`src/rtl/imem_loader_pkg.sv`:
```
`default_nettype none
// ============================================================================
// Module   : imem_loader_pkg
// Brief    : Shared state encoding, byte-lane positions and depth default for
//            the instruction-memory loader. Option: IMEM_LOADER_CHKSUM_EN.
// Revision : 1.0 - initial release
// ============================================================================
package imem_loader_pkg;

    localparam int c_max_mem_depth_bit = 18;

    // Little-endian lanes: the first byte received lands in the lowest lane
    localparam int c_lane0_lsb = 0;
    localparam int c_lane1_lsb = 8;
    localparam int c_lane2_lsb = 16;
    localparam int c_lane3_lsb = 24;

    typedef enum logic [2:0] {
        S_IDLE = 3'd0,
        S_LEN  = 3'd1,
        S_DATA = 3'd2,
        S_DONE = 3'd3,
        S_ERR  = 3'd4
`ifdef IMEM_LOADER_CHKSUM_EN
        ,
        S_CHK  = 3'd5
`endif
    } state_t;

endpackage
`default_nettype wire

```
`src/rtl/imem_loader_asm.sv`:
```
`default_nettype none
// ============================================================================
// Module   : imem_loader_asm
// Brief    : Byte-to-word assembler; the assembled word and its ready strobe
//            are presented combinationally alongside the fourth byte.
// Revision : 1.0 - initial release
// ============================================================================
module imem_loader_asm
    import imem_loader_pkg::*;
(
    input  logic        clk,
    input  logic        rst,
    input  logic        i_clr,
    input  logic        i_byte_en,
    input  logic [7:0]  i_byte,
    output logic [31:0] o_word,
    output logic        o_word_ready
);

    logic [1:0]  r_cnt;
    logic [23:0] r_shift;

    always_ff @(posedge clk) begin
        if (rst || i_clr) begin
            r_cnt   <= '0;
            r_shift <= '0;
        end else if (i_byte_en) begin
            r_cnt   <= r_cnt + 2'd1;
            r_shift <= {i_byte, r_shift[23:8]};
        end
    end

    always_comb begin
        o_word                   = '0;
        o_word[c_lane0_lsb +: 8] = r_shift[7:0];
        o_word[c_lane1_lsb +: 8] = r_shift[15:8];
        o_word[c_lane2_lsb +: 8] = r_shift[23:16];
        o_word[c_lane3_lsb +: 8] = i_byte;
    end

    assign o_word_ready = i_byte_en && (r_cnt == 2'd3);

endmodule
`default_nettype wire

```
`src/rtl/imem_loader.sv`:
```
`default_nettype none
// ============================================================================
// Module   : imem_loader
// Brief    : Loads a length-prefixed little-endian byte stream into IMEM while
//            holding the core. Option: IMEM_LOADER_CHKSUM_EN (trailing XOR byte).
// Revision : 1.0 - initial release
// ============================================================================
module imem_loader
    import imem_loader_pkg::*;
#(
    parameter int ADDR_MEM_WIDTH_LENGTH = 32,
    parameter int DATA_MEM_WIDTH_LENGTH = 32,
    parameter int MAX_MEM_DEPTH_BIT     = c_max_mem_depth_bit
)(
    input  logic                             clk,
    input  logic                             rst,
    input  logic                             start,
    input  logic [7:0]                       rx_data,
    input  logic                             rx_valid,
    output logic                             rx_ready,
    output logic                             we,
    output logic [ADDR_MEM_WIDTH_LENGTH-1:0] waddr,
    output logic [DATA_MEM_WIDTH_LENGTH-1:0] wdata,
    output logic                             cpu_hold,
    output logic                             done,
    output logic                             err
);

    localparam logic [32:0] c_depth_words = 33'd1 << MAX_MEM_DEPTH_BIT;
`ifdef IMEM_LOADER_CHKSUM_EN
    localparam state_t c_fin_state = S_CHK;
`else
    localparam state_t c_fin_state = S_DONE;
`endif

    state_t                           r_state;
    state_t                           w_state_nxt;
    logic                             w_busy;
    logic                             w_start_ok;
    logic                             w_accept;
    logic                             w_asm_en;
    logic                             w_word_ready;
    logic                             w_last_word;
    logic [31:0]                      w_word;
    logic [31:0]                      r_n;
    logic [31:0]                      r_wcnt;
    logic                             r_we;
    logic [ADDR_MEM_WIDTH_LENGTH-1:0] r_waddr;
    logic [DATA_MEM_WIDTH_LENGTH-1:0] r_wdata;
`ifdef IMEM_LOADER_CHKSUM_EN
    logic [7:0]                       r_xor;
`endif

`ifdef IMEM_LOADER_CHKSUM_EN
    assign w_busy = (r_state == S_LEN) || (r_state == S_DATA) || (r_state == S_CHK);
`else
    assign w_busy = (r_state == S_LEN) || (r_state == S_DATA);
`endif
    assign w_start_ok  = start && !w_busy;
    assign w_accept    = rx_valid && w_busy;
    assign w_asm_en    = w_accept && ((r_state == S_LEN) || (r_state == S_DATA));
    assign w_last_word = (r_wcnt + 32'd1) == r_n;

    imem_loader_asm u_asm (
        .clk          (clk),
        .rst          (rst),
        .i_clr        (w_start_ok),
        .i_byte_en    (w_asm_en),
        .i_byte       (rx_data),
        .o_word       (w_word),
        .o_word_ready (w_word_ready)
    );

    always_ff @(posedge clk) begin
        if (rst) r_state <= S_IDLE;
        else     r_state <= w_state_nxt;
    end

    always_comb begin
        w_state_nxt = r_state;
        case (r_state)
            S_IDLE, S_DONE, S_ERR: begin
                if (start) w_state_nxt = S_LEN;
            end
            S_LEN: begin
                if (w_word_ready) begin
                    if ({1'b0, w_word} > c_depth_words) w_state_nxt = S_ERR;
                    else if (w_word == 32'd0)           w_state_nxt = c_fin_state;
                    else                                w_state_nxt = S_DATA;
                end
            end
            S_DATA: begin
                if (w_word_ready && w_last_word) w_state_nxt = c_fin_state;
            end
`ifdef IMEM_LOADER_CHKSUM_EN
            S_CHK: begin
                if (w_accept) w_state_nxt = (rx_data == r_xor) ? S_DONE : S_ERR;
            end
`endif
            default: w_state_nxt = S_IDLE;
        endcase
    end

    // Write port registers only move on a write so IMEM sees stable values otherwise
    always_ff @(posedge clk) begin
        if (rst) begin
            r_n     <= '0;
            r_wcnt  <= '0;
            r_we    <= 1'b0;
            r_waddr <= '0;
            r_wdata <= '0;
`ifdef IMEM_LOADER_CHKSUM_EN
            r_xor   <= '0;
`endif
        end else begin
            r_we <= 1'b0;
            if (w_start_ok) begin
                r_n    <= '0;
                r_wcnt <= '0;
`ifdef IMEM_LOADER_CHKSUM_EN
                r_xor  <= '0;
`endif
            end
            if ((r_state == S_LEN) && w_word_ready) r_n <= w_word;
`ifdef IMEM_LOADER_CHKSUM_EN
            if ((r_state == S_DATA) && w_accept) r_xor <= r_xor ^ rx_data;
`endif
            if ((r_state == S_DATA) && w_word_ready) begin
                r_we    <= 1'b1;
                r_waddr <= ADDR_MEM_WIDTH_LENGTH'(r_wcnt);
                r_wdata <= DATA_MEM_WIDTH_LENGTH'(w_word);
                r_wcnt  <= r_wcnt + 32'd1;
            end
        end
    end

    assign rx_ready = w_busy;
    assign cpu_hold = w_busy;
    assign done     = (r_state == S_DONE);
    assign err      = (r_state == S_ERR);
    assign we       = r_we;
    assign waddr    = r_waddr;
    assign wdata    = r_wdata;

endmodule
`default_nettype wire

```
`config.mk`:
```
export PLATFORM = sky130hd
export DESIGN_NAME = imem_loader
export DESIGN_NICKNAME = d
export VERILOG_FILES = /design/src/rtl/imem_loader_pkg.sv /design/src/rtl/imem_loader_asm.sv /design/src/rtl/imem_loader.sv
export SDC_FILE = /design/constraint.sdc
export NUM_CORES = 1
export LEC_CHECK = 0
export ABC_AREA = 1
export CAP_MARGIN = 20
export CORE_MARGIN = 10
export CORE_UTILIZATION = 40
export DETAILED_ROUTE_END_ITERATION = 10
export PLACE_DENSITY = 0.62
export SYNTH_ARGS = -nofsm -noshare
export SYNTH_HDL_FRONTEND = slang
export SYNTH_SLANG_ARGS = --single-unit
export TNS_END_PERCENT = 100
```
`constraint.sdc`:
```
create_clock -name clk -period 3.76 [get_ports clk]
set_clock_uncertainty 0.2 [all_clocks]
set_input_delay 0.752 -clock clk [delete_from_list [all_inputs] [get_ports clk]]
set_output_delay 0.752 -clock clk [all_outputs]
set_load 0.05 [all_outputs]
```
==> reports/metrics.cfg <==
[global_routing]
gr-usage-met1_pct = 25.30
first_global_vias = 6526
grt.met2_usage_pct = 26.81
grt_max_degree = 145
overflow = 0
antenna_found_initial = 0
grtUsageMet3_pct = 6.387
grt.busiest_layer = met2
grt_first_pass_wirelength_um = 36010
grt_usage_pct = 18.60

[logic_synthesis]
synth_nets = 1103
yosys-top-cells-area = dfxtp_1 (43%), nand2_1 (13%), a21oi_1 (7.7%)
mappedNetlistArea_um2 = 7425
yosysSeqAreaShare_pct = 42.60
synth_area_per_cell_um2 = 6.818
ys_warn_count = 0
post-synth-top-count-cell = nand2_1
synth_top_area_share_pct = 42.60
netlist_top_cells_count = nand2_1 (253), dfxtp_1 (158), inv_1 (130)
yosys_most_used_dff = dfxtp_1
yosysTopAreaCell = dfxtp_1
synth_edf_count = 0
yosysUniqueCellTypes = 36
async_flop_share_pct = 0
synth-seq-cells = 158
synthCells = 1089

[status]
status = complete, no violations

[detailed_routing]
num_vias = 7061
antenna_left = 0
post-route-drc-count = 0
avgViaCountPerCell = 5.087
firstDrtPassIters = 5
post_drt_wl_per_cell_um = 16.19
finalWirelength_um = 22480
drt-initial-drc-count = 597

[critical_path]
required_ps = 2810
worstSetupPathType = flip-flop to output pin
ff2ff_path_depth = 19
rrSetupSlack_ps = 990
r2r_end = r_state[1]
crit_path_max_incr_delay_ps = 830
cp_max_fo = 8
cp-end-kind = output pin
r2r-start = r_wcnt[0]
slowest_stage = clkdlybuf4s50_1
path_common_cell = inv_2
arrival_ps = 2240
startpoint_type = flip-flop
path_cells = inv_2, nor3_4, inv_2, nand2_2, clkdlybuf4s50_1

[clocking]
cts_root_buf = clkbuf_16
clock-sinks = 158
numCtsBuffers = 17
clock_path_buffers = 2
cts_hold_buffers = 0
htreeDepth = 4
cts_tree = done
cts_resized = 0
cts_setup_buffers = 0
clk_pin_slew_ps = 70
clk_latency_ps = 430

[die]
core_um2 = 18090
die-area_um2 = 24410
num_rows = 49
ios = 81
die_h_um = 156.2
start_util_pct = 41.05
dieWidth_um = 156.2

[timing]
worst_slew_pin_slew_ps = 687.5
drv_slew = 0
rsz0062_at_grt = no
clock.fmax_mhz = 313.7
slew_headroom_pct = 54.12
period_share_pct = 84.78
setup_tns_ps = 0
fin_hold_ws_ps = 271.1
setup_viol = 0
fin_crit_ps = 3188
hold_violations = 0

[pwr]
swShare_pct = 30.81
power_frac_seq_pct = 41.2
powerDensity_nw_per_um2 = 480.3
finalPower_uw = 4305
leakagePower_uw = 0.003545
peakVddDrop_mv = 0.3738
clkPwrFrac_pct = 41.7
switchingPower_uw = 1326
combPwrFrac_pct = 17.1
p_int_uw = 2979

[flow_run]
cap_violations = 0

[final_layout]
fin_nets = 1161
antenna_cells = 0
syn2layout_area_growth_pct = 20.73
drive_above_1_share_pct = 6.730

[min_path]
min_path_type = flip-flop to flip-flop
whs_path_depth = 2
min_from = u_asm.r_cnt[1]
min_to = u_asm.r_cnt[1]

[placement]
dp_hpwl_um = 15900
place_congestion = 0.9147
portBuffers = 80

layer usage:
metal	routed length [um]	vias to the layer above
met5	0	-
met4	469	0
met3	1862	31
met2	9413	213
met1	10730	3210
li1	-	3607
placed cells by master, fill, tap and decap left out, types with 4 or more instances in the layout:
cell	instances
nand2_1	253
dfxtp_1	158
inv_1	130
nor2_1	123
a21oi_1	114
o21ai_0	90
clkdlybuf4s50_1	79
nand3_1	75
o22ai_1	28
clkbuf_16	17
nand2_2	11
inv_2	10
nand3b_1	7
nor2_4	6
nand4_1	6
clkinv_4	5
buf_4	5
nand2_4	4
and2_1	4
state kept, by name (all words and copies together) (netlist names):
signal,cells
u_asm.r_cnt,2
r_state,3
r_wcnt,32
r_n,32
we,1
u_asm.r_shift,24
wdata,32
waddr,32
worst max path at each step:
stage                    start        end  slack, ps
detailed placement       start  r_wcnt[1]        840
finish              r_state[0]   cpu_hold        570
global placement         start  r_wcnt[1]        830
CTS                 r_state[0]   rx_ready        560
global route        r_state[0]   cpu_hold        440
floorplan           r_state[2]    r_n[10]       1450
kinds of logic after synthesis:
| kind of cell | synth area share (%) |
|---|---|
| compound gates | 16.65 |
| flops | 42.60 |
| simple gates | 29.54 |
| xor+xnor | 0.9101 |
| fa+ha+maj | 0.3370 |
| buf+inv | 9.960 |
power groups by stage:
stage | logic (uW) | registers [uW] | clock network [uW]
5_1_grt | 805 | 1780 | 1900
6_report | 736 | 1770 | 1790
3_3_place_gp | 727 | 1810 | 0
4_1_cts | 733 | 1770 | 1820
3_5_place_dp | 730 | 1810 | 0
2_1_floorplan | 535 | 1800 | 0
metrics by stage:
stage / setup slack [ps] / cells / instance area, um^2 / util (%)
final: 572.2 / 1388 / 8964 / 49.56
after floorplan: 1446 / 1089 / 7425 / -
after CTS: 559.6 / 1388 / 8964 / 49.56
after global routing: 437.2 / 1388 / 8964 / 49.56
after global placement: 832.6 / 1357 / 8354 / 46.19
after detailed placement: 835.1 / 1357 / 8354 / 46.19
worst max-delay path: cells and delay by family, from the launching register on:
| family | cells | cell delay, ps |
|---|---|---|
| DFF | 1 | 390 |
| buffers and inverters | 3 | 970 |
| and+or+nand+nor | 2 | 450 |
cell type report:
type	count	area [um^2]
Multi-Input combinational cell	743	3522
Clock inverter	14	183.9
Fill cell	1793	9123
Sequential cell	158	3163
Tap cell	229	286.5
Timing Repair Buffer	86	853.3
Clock buffer	17	425.4
Inverter	141	529.3
Power figures use the tool's default switching activity.
==> RTL edit 1, RTL diff (same flow settings) <==
Register the output `err`; this adds one clock of latency there. The other outputs are not delayed to match.
--- a/src/rtl/imem_loader.sv
+++ b/src/rtl/imem_loader.sv
@@ -137,7 +137,9 @@
     assign rx_ready = w_busy;
     assign cpu_hold = w_busy;
     assign done     = (r_state == S_DONE);
-    assign err      = (r_state == S_ERR);
+    always_ff @(posedge clk) begin
+        err <= (r_state == S_ERR);
+    end
     assign we       = r_we;
     assign waddr    = r_waddr;
     assign wdata    = r_wdata;
Formal check against the unedited RTL: not equivalent (Yosys sat finds a counterexample within 10 cycles, from zero or initial values and one cycle with rst high).
==> RTL edit 1 against the original RTL <==
  * Area after synthesis decreased by 0.69%
  * Synthesized cell count about the same
  * Register-to-register slack lost 0.11 ns
  * Critical path type unchanged
  * Core utilization up 0.051 points
  * Count of clock-buffer cells in the layout increased by 2
  * Wire length shrank 6.2%
  * Largest cell class unchanged
  * Worst setup slack better by 0.17 ns
  * Sequential cell count rose by 1
  * Clock power is 3% higher
  * Power rose by 1.7%
  * Design area decreased by 0.24%
==> RTL edit 1: results (changes against the original RTL) <==
[metrics] run status: finished, final reports clean
[metrics] fraction of layout cells with a size suffix above 1: 6.03% (-0.70 points)
[metrics] wire length of the first global-routing pass: 34.0 mm (-5.5%)
[metrics] Synth Area in Compound Gates: 16.5% (-0.17 points)
[metrics] FILL cells: 1850 (+3.2%)
[metrics] placed instance area: 8300 um^2 (-0.67%)
[metrics] max_slew headroom: 49.1% (-5.0 points)
[metrics] worst reg2reg endpoint: r_n[5]
[metrics] sum of net half-perimeters after detailed placement: 14.7 mm (-7.3%)
[metrics] worst hold path stage count: 1 (-1)
[metrics] biggest fanout along the worst timing path: 4 (-4)
[metrics] aggregate routed wire length: 21.1 mm (-6.2%)
[metrics] largest net degree at the start of global routing: 141 (-2.8%)
[metrics] antenna diode count: 0 (unchanged)
[metrics] unique cell type count in the Yosys netlist: 33 (-8.3%)
[metrics] buffer depth of the longest clock path: 2 (unchanged)
[metrics] Initial DRT Pass Iterations: 5 (unchanged)
[metrics] worst hold path startpoint: r_state[1]
[metrics] Synth Area in XOR/XNOR: 0.713% (-0.20 points)
[metrics] drt wl/cell: 15.2 um (-6.3%)
[metrics] Hold Slack: 0.286 ns (+0.0154 ns)
[metrics] number of cell instances on the worst register-to-register path: 15 (-4)
[metrics] part of the Yosys area used for sequential elements: 43.2% (+0.57 points)
[metrics] routability cong.: 0.918 (+0.37%)
[metrics] fraction of the mapped netlist area in adder cells: 0.339% (+0.0023 points)
[metrics] arrival time at the worst endpoint: 2.07 ns (-0.17 ns)
[metrics] number of global-route vias before repair: 6475 (-0.78%)
[metrics] worst flop-to-flop path startpoint: r_state[0]
[metrics] global-route usage over all layers: 17.3% (-1.3 points)
[metrics] hold path endpoint: err
[metrics] top post-synthesis cells by area: sky130_fd_sc_hd__dfxtp_1 (43%), sky130_fd_sc_hd__nand2_1 (13%), sky130_fd_sc_hd__a21oi_1 (7.7%)
[metrics] Largest stage delay, worst path: 0.87 ns (+0.04 ns)
[metrics] r2r setup slk: 0.88 ns (-0.11 ns)
[metrics] cell count after placement: 1357 (unchanged)
[metrics] worst-case vdd ir drop: 471 uV (+26%)
[metrics] ranking of synthesized cells by instance count: sky130_fd_sc_hd__nand2_1 (250), sky130_fd_sc_hd__dfxtp_1 (159), sky130_fd_sc_hd__inv_1 (130)
[metrics] post-synthesis instance total: 1090 (+0.092%)
[metrics] first-iteration detailed-routing DRC count: 505 (-15%)
[metrics] static power due to leakage: 3.41 nW (-3.7%)
[metrics] via count: 6968 (-1.3%)
[metrics] Net count, final: 1162 (+0.086%)
==> RTL edit 1: cells by family after synthesis <==
family,after synthesis
fa+ha+maj,2
xor+xnor,6
compound gates,233
flops,159
buf+inv,183
simple gates,507
==> RTL edit 1: routing by layer <==
| layer | routed length, um | GRT usage, % | part of all wire, % | up-vias |
|---|---|---|---|---|
| met4 | 388 | 5.35 | 1.8 | 0 |
| met1 | 10200 | 23.6 | 49 | 3134 |
| met2 | 9110 | 26.0 | 43 | 185 |
| li1 | - | - | - | 3620 |
| met5 | 0 | 0 | 0 | - |
| met3 | 1340 | 4.80 | 6.4 | 29 |
==> RTL edit 1: worst max-delay path by stage <==
stage | start | cells past startpoint | end
finish | r_state[1] | 3 | done
global route | r_state[1] | 3 | done
CTS | r_state[1] | 3 | done
detailed placement | rx_valid | 11 | r_n[24]
global placement | rx_valid | 11 | r_n[27]
floorplan | r_state[1] | 2 | done
==> RTL edit 1: cell type report <==
class / instances / area (um^2) / area share, %
repair buffers: 89 / 891 / 9.96
clock buffers: 19 / 433 / 4.84
flip-flops and latches: 159 / 3180 / 35.6
inverters: 133 / 499 / 5.58
clock inverters: 12 / 184 / 2.06
multi-input cells: 748 / 3470 / 38.8
well taps: 229 / 287 / 3.20
==> RTL edit 1: through the flow <==
step / worst slack (ns) / power [W]
finish: 0.740 / 0.00438
detailed placement: 0.780 / 0.00254
CTS: 0.715 / 0.00437
global placement: 0.819 / 0.00254
global route: 0.610 / 0.00456
floorplan: 1.22 / 0.00233
==> RTL edit 1: power by group <==
part | total [W] | internal [W] | leakage [nW] | switching (W)
clock | 0.00184 | 0.00111 | 0.294 | 0.000726
combinational | 0.000742 | 0.000208 | 1.84 | 0.000534
sequential | 0.00179 | 0.00175 | 1.28 | 0.0000484
total | 0.00438 | 0.00307 | 3.41 | 0.00131
==> RTL edit 2, RTL diff (same flow settings) <==
Without the edit above. Add a define of `IMEM_LOADER_CHKSUM_EN`.
--- a/src/rtl/imem_loader_pkg.sv
+++ b/src/rtl/imem_loader_pkg.sv
@@ -5,6 +5,8 @@
 //            the instruction-memory loader. Option: IMEM_LOADER_CHKSUM_EN.
 // Revision : 1.0 - initial release
 // ============================================================================
+`define IMEM_LOADER_CHKSUM_EN
+
 package imem_loader_pkg;
 
     localparam int c_max_mem_depth_bit = 18;
Function: changed (Yosys sat finds a counterexample within 10 cycles, from zero or initial values and one cycle with rst high).
==> RTL edit 2 against the original RTL <==
  * Sequential cell count up 8
  * Power up 1.9%
  * Critical path depth up 4
  * Design area up 7.1%
  * Synthesized cell count up 9.9%
  * Wire length up 4.6%
  * Area after synthesis up 7.4%
  * Worst setup slack worse by 0.085 ns
  * Global-route usage down 0.67 points
  * Sequential power up 3%
  * Largest cell class unchanged
==> RTL edit 2: results (changes against the original RTL) <==
[metrics] wire length of the first global-routing pass: 37.8 mm (+5.0%)
[metrics] fraction of layout cells with a size suffix above 1: 6.93% (+0.20 points)
[metrics] top post-synthesis cells by area: sky130_fd_sc_hd__dfxtp_1 (42%), sky130_fd_sc_hd__nand2_1 (15%), sky130_fd_sc_hd__inv_1 (7.9%)
[metrics] worst hold path stage count: 2 (unchanged)
[metrics] measured slew at the worst slew-check pin: 0.634 ns (-0.0536 ns)
[metrics] FILL cells: 1996 (+11%)
[metrics] ranking of synthesized cells by instance count: sky130_fd_sc_hd__nand2_1 (309), sky130_fd_sc_hd__inv_1 (168), sky130_fd_sc_hd__dfxtp_1 (166)
[metrics] worst hold path startpoint: r_xor[2]
[metrics] share of Yosys cell area claimed by the top area cell type: 41.7% (-0.94 points)
[metrics] clock-pin slew of the registers on the worst-case setup and hold paths: 0.07 ns (about the same)
[metrics] worst flop-to-flop path startpoint: r_wcnt[9]
[metrics] clock root buffer: sky130_fd_sc_hd__clkbuf_16
[metrics] Post-Place Setup Slack: 0.882 ns (+0.0467 ns)
[metrics] biggest fanout along the worst timing path: 5 (-3)
[metrics] static power due to leakage: 3.90 nW (+9.9%)
[metrics] placed instance area: 8990 um^2 (+7.6%)
[metrics] part of the Yosys area used for sequential elements: 41.7% (-0.94 points)
[metrics] unique cell type count in the Yosys netlist: 39 (+8.3%)
[metrics] Gates resized, CTS repair: 0 (unchanged)
[metrics] largest net degree at the start of global routing: 74 (-49%)
[metrics] worst-case vdd ir drop: 461 uV (+23%)
[metrics] hold path endpoint: r_xor[2]
[metrics] number of global-route vias before repair: 6938 (+6.3%)
[metrics] global-route usage over all layers: 17.9% (-0.67 points)
[metrics] flip-flop and latch power: 0.00182 W (+3%)
[metrics] Final Critical Period: 3.27 ns (+0.0849 ns)
[metrics] Largest stage delay, worst path: 0.81 ns (-0.02 ns)
[metrics] level count of the clock H-tree: 4 (unchanged)
[metrics] r2r setup slk: 0.84 ns (-0.15 ns)
[metrics] number of cell instances on the worst register-to-register path: 16 (-3)
[metrics] total number of yosys warnings: 0 (unchanged)
[metrics] run status: finished, final reports clean
[metrics] Net count, final: 1271 (+9.5%)
[metrics] via count: 7550 (+6.9%)
[metrics] drt wl/cell: 15.3 um (-5.4%)
[metrics] number of antenna violations at the first check in global routing: 0 (unchanged)
[metrics] sum of net half-perimeters after detailed placement: 16.7 mm (+5.0%)
[metrics] Hold Slack: 0.277 ns (+0.00578 ns)
[metrics] net switching component of the power: 0.00134 W (+1.3%)
[metrics] routability cong.: 0.905 (-1.1%)
[metrics] Post-Syn Nets: 1211 (+9.8%)
[metrics] Critical Path End: cpu_hold
[metrics] first-iteration detailed-routing DRC count: 740 (+24%)
[metrics] arrival time at the worst endpoint: 2.32 ns (+0.08 ns)
[metrics] PwrDens: 457 nW/um^2 (-4.8%)
[RTL edit 2: area by class of cell]
cell class / instances / area share, %
clock inverters: 12 / 1.49
well taps: 265 / 3.46
clock buffers: 20 / 4.86
multi-input cells: 809 / 39.6
flip-flops and latches: 166 / 34.6
inverters: 172 / 6.73
repair buffers: 91 / 9.28
[RTL edit 2: cells by family after synthesis]
family | synth area share [%]
xor+xnor | 1.52
simple gates | 30.6
buf+inv | 10.8
mux | 0.141
flops | 41.7
fa+ha+maj | 0.314
compound gates | 15.0
[RTL edit 2: metal layers]
layer | GRT usage [%] | wire (um) | vias up
met5 | 0 | 0 | -
met4 | 4.88 | 283 | 0
met3 | 3.79 | 1130 | 20
met2 | 26.8 | 10300 | 201
met1 | 25.4 | 11900 | 3420
li1 | - | - | 3909
[RTL edit 2: through the flow]
step,util (%),cells
after floorplan,-,1197
after detailed placement,46.0,1503
after global routing,49.1,1535
after CTS,49.1,1535
final,49.1,1535
after global placement,46.0,1503
